==> config.mk <==
export PLATFORM = sky130hd
export DESIGN_NAME = tcp_conn_arbiter_flat
export DESIGN_NICKNAME = d
export VERILOG_FILES = /design/src/rtl/tcp_conn_arbiter_if.sv /design/src/rtl/tcp_conn_arbiter.sv /design/src/flat_wrapper.sv
export SDC_FILE = /design/constraint.sdc
export NUM_CORES = 1
export LEC_CHECK = 0
export CORE_AREA = 2 2 151 153
export CTS_CLUSTER_SIZE = 10
export DETAILED_ROUTE_END_ITERATION = 16
export DIE_AREA = 0 0 153 155
export PLACE_DENSITY = 0.72
export SYNTH_ARGS = -nofsm -noshare
export SYNTH_HDL_FRONTEND = slang
export SYNTH_SLANG_ARGS = --single-unit
export TNS_END_PERCENT = 100
==> constraint.sdc <==
create_clock -name clk -period 2.5 [get_ports clk]
set_input_delay 0.625 -clock clk [delete_from_list [all_inputs] [get_ports clk]]
set_output_delay 0.625 -clock clk [all_outputs]
set_load 0.02 [all_outputs]
==> src/rtl/tcp_conn_arbiter_if.sv <==
// Handshake bundle between the connection arbiter, its NUM_REQ requesters and the TCP stack.
// The slave modport is the arbiter's view; the master modport is the view of the requesters
// and the stack together.
interface tcp_conn_arbiter_if #(
  parameter int unsigned NUM_REQ = 4
);
  // Open requests from the requesters
  logic [NUM_REQ-1:0]    s_req_valid;
  logic [NUM_REQ-1:0]    s_req_ready;
  logic [NUM_REQ*48-1:0] s_req_data;
  // Open-connection command to the stack
  logic                  m_open_valid;
  logic                  m_open_ready;
  logic [47:0]           m_open_data;
  // Open status from the stack
  logic                  s_status_valid;
  logic                  s_status_ready;
  logic [16:0]           s_status_data;
  // Open response back to the requesters
  logic [NUM_REQ-1:0]    m_rsp_valid;
  logic [NUM_REQ-1:0]    m_rsp_ready;
  logic [17:0]           m_rsp_data;
  // Close requests from the requesters
  logic [NUM_REQ-1:0]    s_close_valid;
  logic [NUM_REQ-1:0]    s_close_ready;
  logic [NUM_REQ*16-1:0] s_close_data;
  // Close-connection command to the stack
  logic                  m_close_valid;
  logic                  m_close_ready;
  logic [15:0]           m_close_data;

  modport slave (
    input  s_req_valid, s_req_data, m_open_ready, s_status_valid, s_status_data,
    input  m_rsp_ready, s_close_valid, s_close_data, m_close_ready,
    output s_req_ready, m_open_valid, m_open_data, s_status_ready, m_rsp_valid, m_rsp_data,
    output s_close_ready, m_close_valid, m_close_data
  );

  modport master (
    output s_req_valid, s_req_data, m_open_ready, s_status_valid, s_status_data,
    output m_rsp_ready, s_close_valid, s_close_data, m_close_ready,
    input  s_req_ready, m_open_valid, m_open_data, s_status_ready, m_rsp_valid, m_rsp_data,
    input  s_close_ready, m_close_valid, m_close_data
  );
endinterface

==> src/rtl/tcp_conn_arbiter.sv <==
// Shares the TCP stack's open-connection and close-connection ports among NUM_REQ requesters.
// Open path: round-robin, one open outstanding, status routed back to the granted requester
// with a timeout. Close path: independent round-robin through a 1-entry output register.
// Optional feature macro: TCP_ARB_STATS_EN adds saturating 32-bit event counters.
module tcp_conn_arbiter #(
  parameter int unsigned NUM_REQ        = 4,
  parameter logic [31:0] TIME_OUT_CYCLE = 32'hDF84_7580
) (
  input  logic               clk,
  input  logic               rst,
  tcp_conn_arbiter_if.slave  bus,
  output logic               busy_o
`ifdef TCP_ARB_STATS_EN
  ,
  output logic [31:0]        stat_open_ok_o,
  output logic [31:0]        stat_open_fail_o,
  output logic [31:0]        stat_timeout_o,
  output logic [31:0]        stat_stale_o
`endif
);

  localparam int unsigned IdxW = $clog2(NUM_REQ);

  typedef enum logic [1:0] {StIdle, StIssue, StWait, StResp} state_e;

  state_e              state_q;
  logic [IdxW-1:0]     open_ptr_q;
  logic [IdxW-1:0]     close_ptr_q;
  logic [IdxW-1:0]     grant_q;
  logic [47:0]         open_data_q;
  logic                open_valid_q;
  logic [NUM_REQ-1:0]  rsp_valid_q;
  logic [17:0]         rsp_data_q;
  logic [31:0]         timer_q;
  logic                close_valid_q;
  logic [15:0]         close_data_q;

  logic                open_found;
  logic [IdxW-1:0]     open_grant;
  logic                close_found;
  logic [IdxW-1:0]     close_grant;

  // Returns {found, index} of the first set bit searching upward from ptr, wrapping.
  function automatic logic [IdxW:0] rr_pick(input logic [NUM_REQ-1:0] valid,
                                            input logic [IdxW-1:0]    ptr);
    logic [IdxW:0] res;
    int            idx;
    res = '0;
    // Descending offset so the nearest candidate to ptr is written last and wins.
    for (int i = int'(NUM_REQ) - 1; i >= 0; i--) begin
      idx = int'(ptr) + i;
      if (idx >= int'(NUM_REQ)) idx = idx - int'(NUM_REQ);
      if (valid[idx[IdxW-1:0]]) res = {1'b1, idx[IdxW-1:0]};
    end
    return res;
  endfunction

  function automatic logic [IdxW-1:0] next_idx(input logic [IdxW-1:0] g);
    return (int'(g) == int'(NUM_REQ) - 1) ? '0 : g + 1'b1;
  endfunction

  assign {open_found, open_grant}   = rr_pick(bus.s_req_valid, open_ptr_q);
  assign {close_found, close_grant} = rr_pick(bus.s_close_valid, close_ptr_q);

  // Accept pulses are combinational so the accept lands in the same cycle the grant is chosen.
  always_comb begin
    bus.s_req_ready = '0;
    if (state_q == StIdle && open_found) bus.s_req_ready[open_grant] = 1'b1;
  end

  // Close accept only while the output register is empty; never in its draining cycle.
  always_comb begin
    bus.s_close_ready = '0;
    if (!close_valid_q && close_found) bus.s_close_ready[close_grant] = 1'b1;
  end

  assign bus.m_open_valid   = open_valid_q;
  assign bus.m_open_data    = open_data_q;
  assign bus.s_status_ready = 1'b1;
  assign bus.m_rsp_valid    = rsp_valid_q;
  assign bus.m_rsp_data     = rsp_data_q;
  assign bus.m_close_valid  = close_valid_q;
  assign bus.m_close_data   = close_data_q;
  assign busy_o             = (state_q != StIdle);

  // Open FSM: grant, issue to the stack, wait for status or timeout, respond to the grantee.
  always_ff @(posedge clk) begin
    if (rst) begin
      state_q      <= StIdle;
      open_ptr_q   <= '0;
      grant_q      <= '0;
      open_data_q  <= '0;
      open_valid_q <= 1'b0;
      rsp_valid_q  <= '0;
      rsp_data_q   <= '0;
      timer_q      <= '0;
    end else begin
      unique case (state_q)
        StIdle: begin
          if (open_found) begin
            grant_q      <= open_grant;
            open_data_q  <= bus.s_req_data[48*open_grant +: 48];
            open_ptr_q   <= next_idx(open_grant);
            open_valid_q <= 1'b1;
            state_q      <= StIssue;
          end
        end
        StIssue: begin
          if (bus.m_open_ready) begin
            open_valid_q <= 1'b0;
            timer_q      <= '0;
            state_q      <= StWait;
          end
        end
        StWait: begin
          // Status has priority over a timeout landing in the same cycle.
          if (bus.s_status_valid) begin
            rsp_data_q  <= {1'b0, bus.s_status_data};
            rsp_valid_q <= NUM_REQ'(1) << grant_q;
            state_q     <= StResp;
          end else if (timer_q == TIME_OUT_CYCLE) begin
            rsp_data_q  <= {1'b1, 1'b0, 16'h0000};
            rsp_valid_q <= NUM_REQ'(1) << grant_q;
            state_q     <= StResp;
          end else begin
            timer_q <= timer_q + 32'd1;
          end
        end
        StResp: begin
          if (bus.m_rsp_ready[grant_q]) begin
            rsp_valid_q <= '0;
            state_q     <= StIdle;
          end
        end
        default: state_q <= StIdle;
      endcase
    end
  end

  // Close path: refill the 1-entry register only when it is empty at the start of the cycle.
  always_ff @(posedge clk) begin
    if (rst) begin
      close_valid_q <= 1'b0;
      close_data_q  <= '0;
      close_ptr_q   <= '0;
    end else if (close_valid_q) begin
      if (bus.m_close_ready) close_valid_q <= 1'b0;
    end else if (close_found) begin
      close_valid_q <= 1'b1;
      close_data_q  <= bus.s_close_data[16*close_grant +: 16];
      close_ptr_q   <= next_idx(close_grant);
    end
  end

`ifdef TCP_ARB_STATS_EN
  logic [31:0] stat_ok_q, stat_fail_q, stat_to_q, stat_stale_q;

  function automatic logic [31:0] sat_inc(input logic [31:0] v);
    return (v == 32'hFFFF_FFFF) ? v : v + 32'd1;
  endfunction

  // Saturating event counters; a status seen outside WAIT is stale.
  always_ff @(posedge clk) begin
    if (rst) begin
      stat_ok_q    <= '0;
      stat_fail_q  <= '0;
      stat_to_q    <= '0;
      stat_stale_q <= '0;
    end else begin
      if (state_q == StWait && bus.s_status_valid) begin
        if (bus.s_status_data[16]) stat_ok_q <= sat_inc(stat_ok_q);
        else                       stat_fail_q <= sat_inc(stat_fail_q);
      end
      if (state_q == StWait && !bus.s_status_valid && timer_q == TIME_OUT_CYCLE) begin
        stat_to_q <= sat_inc(stat_to_q);
      end
      if (state_q != StWait && bus.s_status_valid) stat_stale_q <= sat_inc(stat_stale_q);
    end
  end

  assign stat_open_ok_o   = stat_ok_q;
  assign stat_open_fail_o = stat_fail_q;
  assign stat_timeout_o   = stat_to_q;
  assign stat_stale_o     = stat_stale_q;
`endif

endmodule
==> src/flat_wrapper.sv <==
// flat-port wrapper written by rule: the top's interface ports become plain ports
module tcp_conn_arbiter_flat 
#(
  parameter int unsigned NUM_REQ        = 4,
  parameter logic [31:0] TIME_OUT_CYCLE = 32'hDF84_7580
)
  (clk, rst, busy_o, bus_s_req_valid, bus_s_req_data, bus_m_open_ready, bus_s_status_valid, bus_s_status_data, bus_m_rsp_ready, bus_s_close_valid, bus_s_close_data, bus_m_close_ready, bus_s_req_ready, bus_m_open_valid, bus_m_open_data, bus_s_status_ready, bus_m_rsp_valid, bus_m_rsp_data, bus_s_close_ready, bus_m_close_valid, bus_m_close_data);
  tcp_conn_arbiter_if #(.NUM_REQ(NUM_REQ)) bus_i ();
  input  logic clk;
  input  logic rst;
  output logic busy_o;
  input wire logic [$bits(bus_i.s_req_valid)-1:0] bus_s_req_valid;
  input wire logic [$bits(bus_i.s_req_data)-1:0] bus_s_req_data;
  input wire logic [$bits(bus_i.m_open_ready)-1:0] bus_m_open_ready;
  input wire logic [$bits(bus_i.s_status_valid)-1:0] bus_s_status_valid;
  input wire logic [$bits(bus_i.s_status_data)-1:0] bus_s_status_data;
  input wire logic [$bits(bus_i.m_rsp_ready)-1:0] bus_m_rsp_ready;
  input wire logic [$bits(bus_i.s_close_valid)-1:0] bus_s_close_valid;
  input wire logic [$bits(bus_i.s_close_data)-1:0] bus_s_close_data;
  input wire logic [$bits(bus_i.m_close_ready)-1:0] bus_m_close_ready;
  output wire logic [$bits(bus_i.s_req_ready)-1:0] bus_s_req_ready;
  output wire logic [$bits(bus_i.m_open_valid)-1:0] bus_m_open_valid;
  output wire logic [$bits(bus_i.m_open_data)-1:0] bus_m_open_data;
  output wire logic [$bits(bus_i.s_status_ready)-1:0] bus_s_status_ready;
  output wire logic [$bits(bus_i.m_rsp_valid)-1:0] bus_m_rsp_valid;
  output wire logic [$bits(bus_i.m_rsp_data)-1:0] bus_m_rsp_data;
  output wire logic [$bits(bus_i.s_close_ready)-1:0] bus_s_close_ready;
  output wire logic [$bits(bus_i.m_close_valid)-1:0] bus_m_close_valid;
  output wire logic [$bits(bus_i.m_close_data)-1:0] bus_m_close_data;
  assign bus_i.s_req_valid = bus_s_req_valid;
  assign bus_i.s_req_data = bus_s_req_data;
  assign bus_i.m_open_ready = bus_m_open_ready;
  assign bus_i.s_status_valid = bus_s_status_valid;
  assign bus_i.s_status_data = bus_s_status_data;
  assign bus_i.m_rsp_ready = bus_m_rsp_ready;
  assign bus_i.s_close_valid = bus_s_close_valid;
  assign bus_i.s_close_data = bus_s_close_data;
  assign bus_i.m_close_ready = bus_m_close_ready;
  assign bus_s_req_ready = bus_i.s_req_ready;
  assign bus_m_open_valid = bus_i.m_open_valid;
  assign bus_m_open_data = bus_i.m_open_data;
  assign bus_s_status_ready = bus_i.s_status_ready;
  assign bus_m_rsp_valid = bus_i.m_rsp_valid;
  assign bus_m_rsp_data = bus_i.m_rsp_data;
  assign bus_s_close_ready = bus_i.s_close_ready;
  assign bus_m_close_valid = bus_i.m_close_valid;
  assign bus_m_close_data = bus_i.m_close_data;
  tcp_conn_arbiter #(.NUM_REQ(NUM_REQ), .TIME_OUT_CYCLE(TIME_OUT_CYCLE)) u_core (.clk(clk), .rst(rst), .bus(bus_i), .busy_o(busy_o));
endmodule
# == After elaboration in Yosys (flattened, before gate mapping) ==
# Index checks and enable logic that the tools add are counted.
# classes
addsub,17
multipliers,1
div,0
magnitude_cmp,21
eq_ne,12
shifts,3
mux,64
bitwise,1
n_reduce_logical,18
# op_table
operator,n
192-bit by 9-bit variable part select with 48-bit output,1
32-bit 2-to-1 mux,3
32-bit one-hot mux with 2 select lines,1
64-bit by 7-bit variable part select with 16-bit output,1
18-bit 2-to-1 mux,2
2-bit by 3-bit < comparator with 1-bit output (second input constant),11
32-bit by 1-bit adder with 32-bit output (second input constant),1
32-bit == test (second input constant),1
2-bit 2-to-1 mux,15
3-bit 2-to-1 mux,8
4-bit 2-to-1 mux,5
1-bit binary-select mux with 2-bit select,9
3-bit greater-or-equal comparator (second input constant),6
1-bit 2-to-1 mux,16
2-bit by 1-bit subtractor with 2-bit output (second input constant),8
2-bit by 2-bit adder with 3-bit output (second input constant),4
2-bit nonzero test,5
2-bit one-hot mux with 4 select lines,1
4-bit one-hot mux with 2 select lines,1
4-bit AND reduction,2
2-bit by 1-bit adder with 3-bit output (second input constant),2
2-bit by 1-bit == test with 1-bit output (second input constant),3
2-bit by 3-bit greater-or-equal comparator with 1-bit output (second input constant),2
2-bit != test (second input constant),3
other kinds (15),26
# totals
ff_bits,128
latchBits,0
ramBits,0
rom_bits,0
in_bits,290
output_inout_bits,98
word_cells,148
mem_count,0

# == Longest topological paths before layout ==
# Gate-level depths: netlist of the first run.
# depth
word_depth,14
ltp_mapped,9
mapped_depth_nobuf,7

# == Least setup slack after synthesis of the first run ==
# No wires, ideal clock.
# synth_timing
path_kind,in2out
from,input bus_s_close_valid[3]
to,output bus_s_close_ready[1]
arrival_ns,2.018
required_ns,1.875
slack_ns,-0.143
path_stages,6
path_buffers,3
path_cell_list,clkbuf_1 -> a21oi_1 -> or3_1 -> buf_2 -> buf_2 -> nor3_1
# synth_via
elab_chain_len,11
word_cells_on_any_way,19
classes_between,order compare: 2; mux: 15; reduce/logical: 2
# synth_lines
item,line,rtl
"start, declared",flat_wrapper.sv:18,input wire logic [$bits(bus_i.s_close_valid)-1:0] bus_s_close_valid;
1-bit binary-select mux with 2-bit select,tcp_conn_arbiter.sv:53,"if (valid[idx[IdxW-1:0]]) res = {1'b1, idx[IdxW-1:0]};"
1-bit 2-to-1 mux (not written as such),tcp_conn_arbiter.sv:53,
3-bit 2-to-1 mux (3 in series),tcp_conn_arbiter.sv:53,
3-bit 2-to-1 mux (*),tcp_conn_arbiter.sv:53,
2-bit by 3-bit < comparator with 1-bit output (not written as such) or 2-bit by 1-bit greater-or-equal comparator with 1-bit output (tied branches),tcp_conn_arbiter.sv:74,if (!close_valid_q && close_found) bus.s_close_ready[close_grant] = 1'b1;
1-bit logical AND (not written as such),tcp_conn_arbiter.sv:74,
1-bit 2-to-1 mux (not written as such),tcp_conn_arbiter.sv:74,
1-bit demux with 2-bit select,n/a,
4-bit 2-to-1 mux (*),tcp_conn_arbiter.sv:74,
"end, declared",flat_wrapper.sv:27,output wire logic [$bits(bus_i.s_close_ready)-1:0] bus_s_close_ready;
# Mark *: on every way between the ends. The rest lies on a longest branch, timed or not. The select of a mux whose other input is x is not followed.

# == Worst setup path after layout of the first run ==
# layout_timing
from,input bus_s_req_valid[1]
to,output bus_s_req_ready[2]
# layout_via
elab_chain_len,11
word_cells_on_any_way,19
classes_between,order compare: 2; mux: 15; reduce/logical: 2
# layout_lines
item,line,rtl
"start, declared",flat_wrapper.sv:12,input wire logic [$bits(bus_i.s_req_valid)-1:0] bus_s_req_valid;
1-bit binary-select mux with 2-bit select,tcp_conn_arbiter.sv:53,
1-bit 2-to-1 mux (not written as such),tcp_conn_arbiter.sv:53,
3-bit 2-to-1 mux (3 in series),tcp_conn_arbiter.sv:53,
3-bit 2-to-1 mux (*),tcp_conn_arbiter.sv:53,
2-bit by 3-bit < comparator with 1-bit output (not written as such) or 2-bit by 1-bit greater-or-equal comparator with 1-bit output (tied branches),tcp_conn_arbiter.sv:68,if (state_q == StIdle && open_found) bus.s_req_ready[open_grant] = 1'b1;
1-bit logical AND (not written as such),tcp_conn_arbiter.sv:68,
1-bit 2-to-1 mux (not written as such),tcp_conn_arbiter.sv:68,
1-bit demux with 2-bit select,n/a,
4-bit 2-to-1 mux (*),tcp_conn_arbiter.sv:68,
"end, declared",flat_wrapper.sv:21,output wire logic [$bits(bus_i.s_req_ready)-1:0] bus_s_req_ready;
# Marked as above.

==> key figures, run 1 <==
Critical path
  • Cell chain of the critical path: dlygate4sd2_1 -> a21oi_1 -> o21a_1 -> o22a_1 -> buf_4 -> and3_1 -> buf_4
  • Worst stage delay on the critical path: 260 ps
  • WP buf/inv: 3
  • Critical path data arrival time: 1800 ps
  • Crit path launch type: primary input
  • Crit-path leading delay family: buffers and inverters
  • Reg-to-reg startpoint: u_core.timer_q[0]
  • Critical Path RT: 1880 ps
  • Worst Reg2Reg Path Length in Cells: 7
  • Crit path top cell by count: buf_4
  • Worst path slowest cell: dlygate4sd2_1
  • R2r setup slk: 180 ps
  • Critical path capture point type: output pin
  • WS Path Type: primary input to output pin
  • Maximum fanout along the worst path: 4
  • R2R Path End: u_core.bus.m_rsp_valid[3]

Route
  • Drt wl/cell: 18.92 microns
  • Total iterations of the first detailed-routing run: 4
  • Drt initial violations: 383
  • Total wire length: 28320 microns
  • Vias: 7864
  • Antenna Nets Post-Route: 0
  • DRC Markers: 0
  • Vias per Instance: 5.253

STA
  • Final Hold Vio Count: 0
  • Slew HR: 47.38%
  • Clock skew: 11.74 ps
  • Final period util: 96.98%
  • RSZ-0062 raised after global routing: false
  • Crit path time final: 2424 ps
  • Slew @ Worst Pin: 789.4 ps
  • Setup violators final: 0
  • Final Slew Violations: 0
  • FMAX: 0.4125 GHz

Finish
  • Share of layout cells above drive strength 1: 15.26%
  • Most frequent cells in the layout: clkdlybuf4s50_1, dfxtp_1, mux2i_1
  • # diodes: 0
  • Commonest non-fill, non-tap cell in the layout: clkdlybuf4s50_1
  • Filler cells: 2038
  • Area grow syn2layout: 67.06%
  • Cell area after layout: 12600 sq um
  • Final nets: 1495

Synth
  • Synth area leaders: dfxtp_1, mux2i_1, mux2_2, nand3b_1, nor4b_1
  • Post-synth ARST share: 0%
  • Gate Count Post-Synth: 808
  • Syn Std Cell Area: 7543 sq um
  • Post-synth EDFFs: 0
  • Synth unique cells: 59
  • Register area share after synthesis: 33.97%
  • Synthesized Nets: 1104
  • Yosys reg bits: 128
  • Number of synthesis warnings: 0
  • Leading area contributor after synthesis: dfxtp_1
  • Synthesized area per cell: 9.336 sq um
  • Primary FF master, synth: dfxtp_1
  • Synth top area share: 33.97%

Power and ir drop
  • P_int: 6608 uW
  • Power per cell area: 823.7 nW/um^2
  • Final Power: 10380 uW
  • Psw: 3772 uW
  • P_leak: 0.004844 uW
  • Clock group share of total power: 24.9%
  • Switching share of power: 36.34%
  • Maximum vdd ir drop: 987.0 uV
  • Logic pwr share: 47.7%
  • Sequential share of power: 27.4%

Floorplan
  • Die height: 155 microns
  • # IOs: 388
  • Placement row count: 55
  • Starting Density: 33.94%
  • Die area: 23720 sq um
  • Die width: 153 microns
  • Core area: 22230 sq um

Placed design
  • I/O Buffers: 386
  • GPL Wtd Cong: 0.8273
  • Placed instance area: 11910 sq um
  • DP HPWL: 21000 microns

Clock tree
  • Clock-pin slew on the worst setup and hold paths: 60 ps
  • Clk root buf: clkbuf_16
  • Clock Path Buffers: 2
  • H-tree depth: 4
  • Cts bufs inserted: 17
  • CTS tree: done
  • Worst-Skew Late Latency: 420 ps
  • Clock sink total: 128

Global route
  • GRT Util Overall: 22.84%
  • Vias in the first global route: 7966
  • Grt ovf: 0
  • Largest net degree at the start of global routing: 76
  • Initial antenna violation count: 0
  • First-pass GRT wire length: 43330 microns

Worst hold path
  • Worst Min Path Start: u_core.bus.m_open_data[1]
  • Hold Path Stages: 2
  • Hold endpoint: u_core.bus.m_open_data[1]
  • Hold crit path type: flop to flop

Status
  • Run status: complete, no violations

Run
  • Max-Cap Viols: 0
==> tightest hold or removal path, cell delays in order, from the launching register on <==
cell and delay (ps):
dfxtp_1 310, nand3b_1 70, o21ai_1 50
==> final cells by class <==
class	count	area, sq um	share of cell area, %
clock buffers	22	494.2	3.922
flip-flops and latches	128	2567	20.37
multi-input cells	599	4716	37.42
repair buffers	442	4304	34.15
inverters	11	41.29	0.3276
well taps	285	356.6	2.830
clock inverters	10	122.6	0.9730
==> per-layer routing <==
metal	up-vias	share of wire [%]	track usage, %
li1	3816	-	-
met1	3719	42	27.13
met2	269	49	39.16
met3	60	5.8	5.877
met4	0	3.6	9.877
met5	-	0	0
==> flip-flops by register name, indices dropped and copies added, names as in the netlist <==
name and cells:
u_core.open_ptr_q 2, u_core.bus.m_rsp_valid 4, u_core.grant_q 2, u_core.bus.m_close_valid 1, u_core.timer_q 32, u_core.bus.m_open_valid 1
u_core.bus.m_open_data 48, u_core.bus.m_close_data 16, u_core.close_ptr_q 2, u_core.bus.m_rsp_data 18, u_core.state_q 2
==> logic make-up after synthesis <==
| group | Yosys count | synth area share, % |
|---|---|---|
| AO/OA/AOI/OAI | 165 | 14.45 |
| XOR/XNOR | 27 | 3.135 |
| adder cells (fa/ha/maj) | 6 | 0.9952 |
| buffers and inverters | 81 | 5.208 |
| flip-flops | 128 | 33.97 |
| multiplexers | 150 | 20.90 |
| other | 1 | 0.04971 |
| AND/OR/NAND/NOR | 250 | 21.30 |
==> how the worst max path moves through the flow <==
stage / from / endpoint / slack, ps / depth (start not counted)
2_1_floorplan: bus_s_close_valid[3] / bus_s_close_ready[1] / -140 / 6
3_3_place_gp: bus_s_req_valid[1] / bus_s_req_ready[1] / -680 / 6
3_5_place_dp: bus_s_close_valid[0] / bus_s_close_ready[1] / -680 / 6
4_1_cts: bus_s_close_valid[0] / bus_s_close_ready[1] / 10 / 6
5_1_grt: bus_s_req_valid[1] / bus_s_req_ready[2] / 3 / 7
6_report: bus_s_req_valid[1] / bus_s_req_ready[2] / 80 / 7
==> cell usage after synthesis (3+ instances only) <==
master / instances
buf_6: 8
mux2_2: 50
clkbuf_1: 41
buf_2: 17
nand3_1: 14
or3_1: 5
nand3b_1: 64
nand2b_1: 8
xor2_1: 16
a211oi_1: 37
and4_1: 6
and3_1: 6
o21ai_0: 8
o21a_1: 3
o22a_1: 3
nor4b_1: 33
o21ai_1: 48
dfxtp_1: 128
nor2_1: 43
and2_1: 3
a22o_1: 17
xnor2_1: 11
inv_1: 11
nor3_1: 13
nand2_1: 18
o31ai_1: 17
nand4_1: 14
ha_1: 6
nor4_1: 8
a21oi_1: 17
mux2i_1: 99
==> power by group through the flow <==
| stage | Sequential [uW] | Combinational, uW | Clock (uW) |
|---|---|---|---|
| floorplan | 3370 | 2190 | 0 |
| global placement | 2850 | 4830 | 0 |
| detailed placement | 2860 | 4880 | 0 |
| CTS | 2840 | 4920 | 2630 |
| global route | 2900 | 5260 | 2730 |
| finish | 2840 | 4950 | 2590 |
==> through the flow <==
stage                     setup TNS, ps  utilization [%]  hold WS, ps  setup slack, ps  std cells
after floorplan                  -285.4                -        456.8           -142.7        808
after global placement           -24030            53.57        460.1           -677.6       1462
after detailed placement         -26970            53.57        464.0           -683.0       1462
after CTS                             0            56.44        474.6            10.46       1496
after global routing                  0            56.70        490.3            2.670       1497
final                                 0            56.70        474.4            75.61       1497
==> what timing repair did <==
action	in CTS	in global routing
hold buffers	0	0
pin swaps	3	3
cloned	0	1
buffers inserted	2	0
hold endpoints to repair	0	0
gates resized for setup	60	12
endpoints found under the setup margin	16	7
No activity file was read; power rests on OpenSTA's default activity.
==> run 2, diff against run 1 <==
--- a/config.mk
+++ b/config.mk
@@ -5,7 +5,9 @@
 export SDC_FILE = /design/constraint.sdc
 export NUM_CORES = 1
 export LEC_CHECK = 0
+export ABC_CLOCK_PERIOD_IN_PS = 2500
 export CORE_AREA = 2 2 151 153
+export CTS_BUF_LIST = sky130_fd_sc_hd__clkbuf_4 sky130_fd_sc_hd__clkbuf_8 sky130_fd_sc_hd__clkbuf_16
 export CTS_CLUSTER_SIZE = 10
 export DETAILED_ROUTE_END_ITERATION = 16
 export DIE_AREA = 0 0 153 155
==> results of run 2 <==
Final layout, timing and power as in run 1 (identical DEF).
==> run 3, diff against run 2 <==
--- a/config.mk
+++ b/config.mk
@@ -12,6 +12,7 @@
 export DETAILED_ROUTE_END_ITERATION = 16
 export DIE_AREA = 0 0 153 155
 export PLACE_DENSITY = 0.72
+export SLEW_MARGIN = 20
 export SYNTH_ARGS = -nofsm -noshare
 export SYNTH_HDL_FRONTEND = slang
 export SYNTH_SLANG_ARGS = --single-unit
==> results of run 3 <==
Final layout, timing and power as in run 1 (identical DEF).
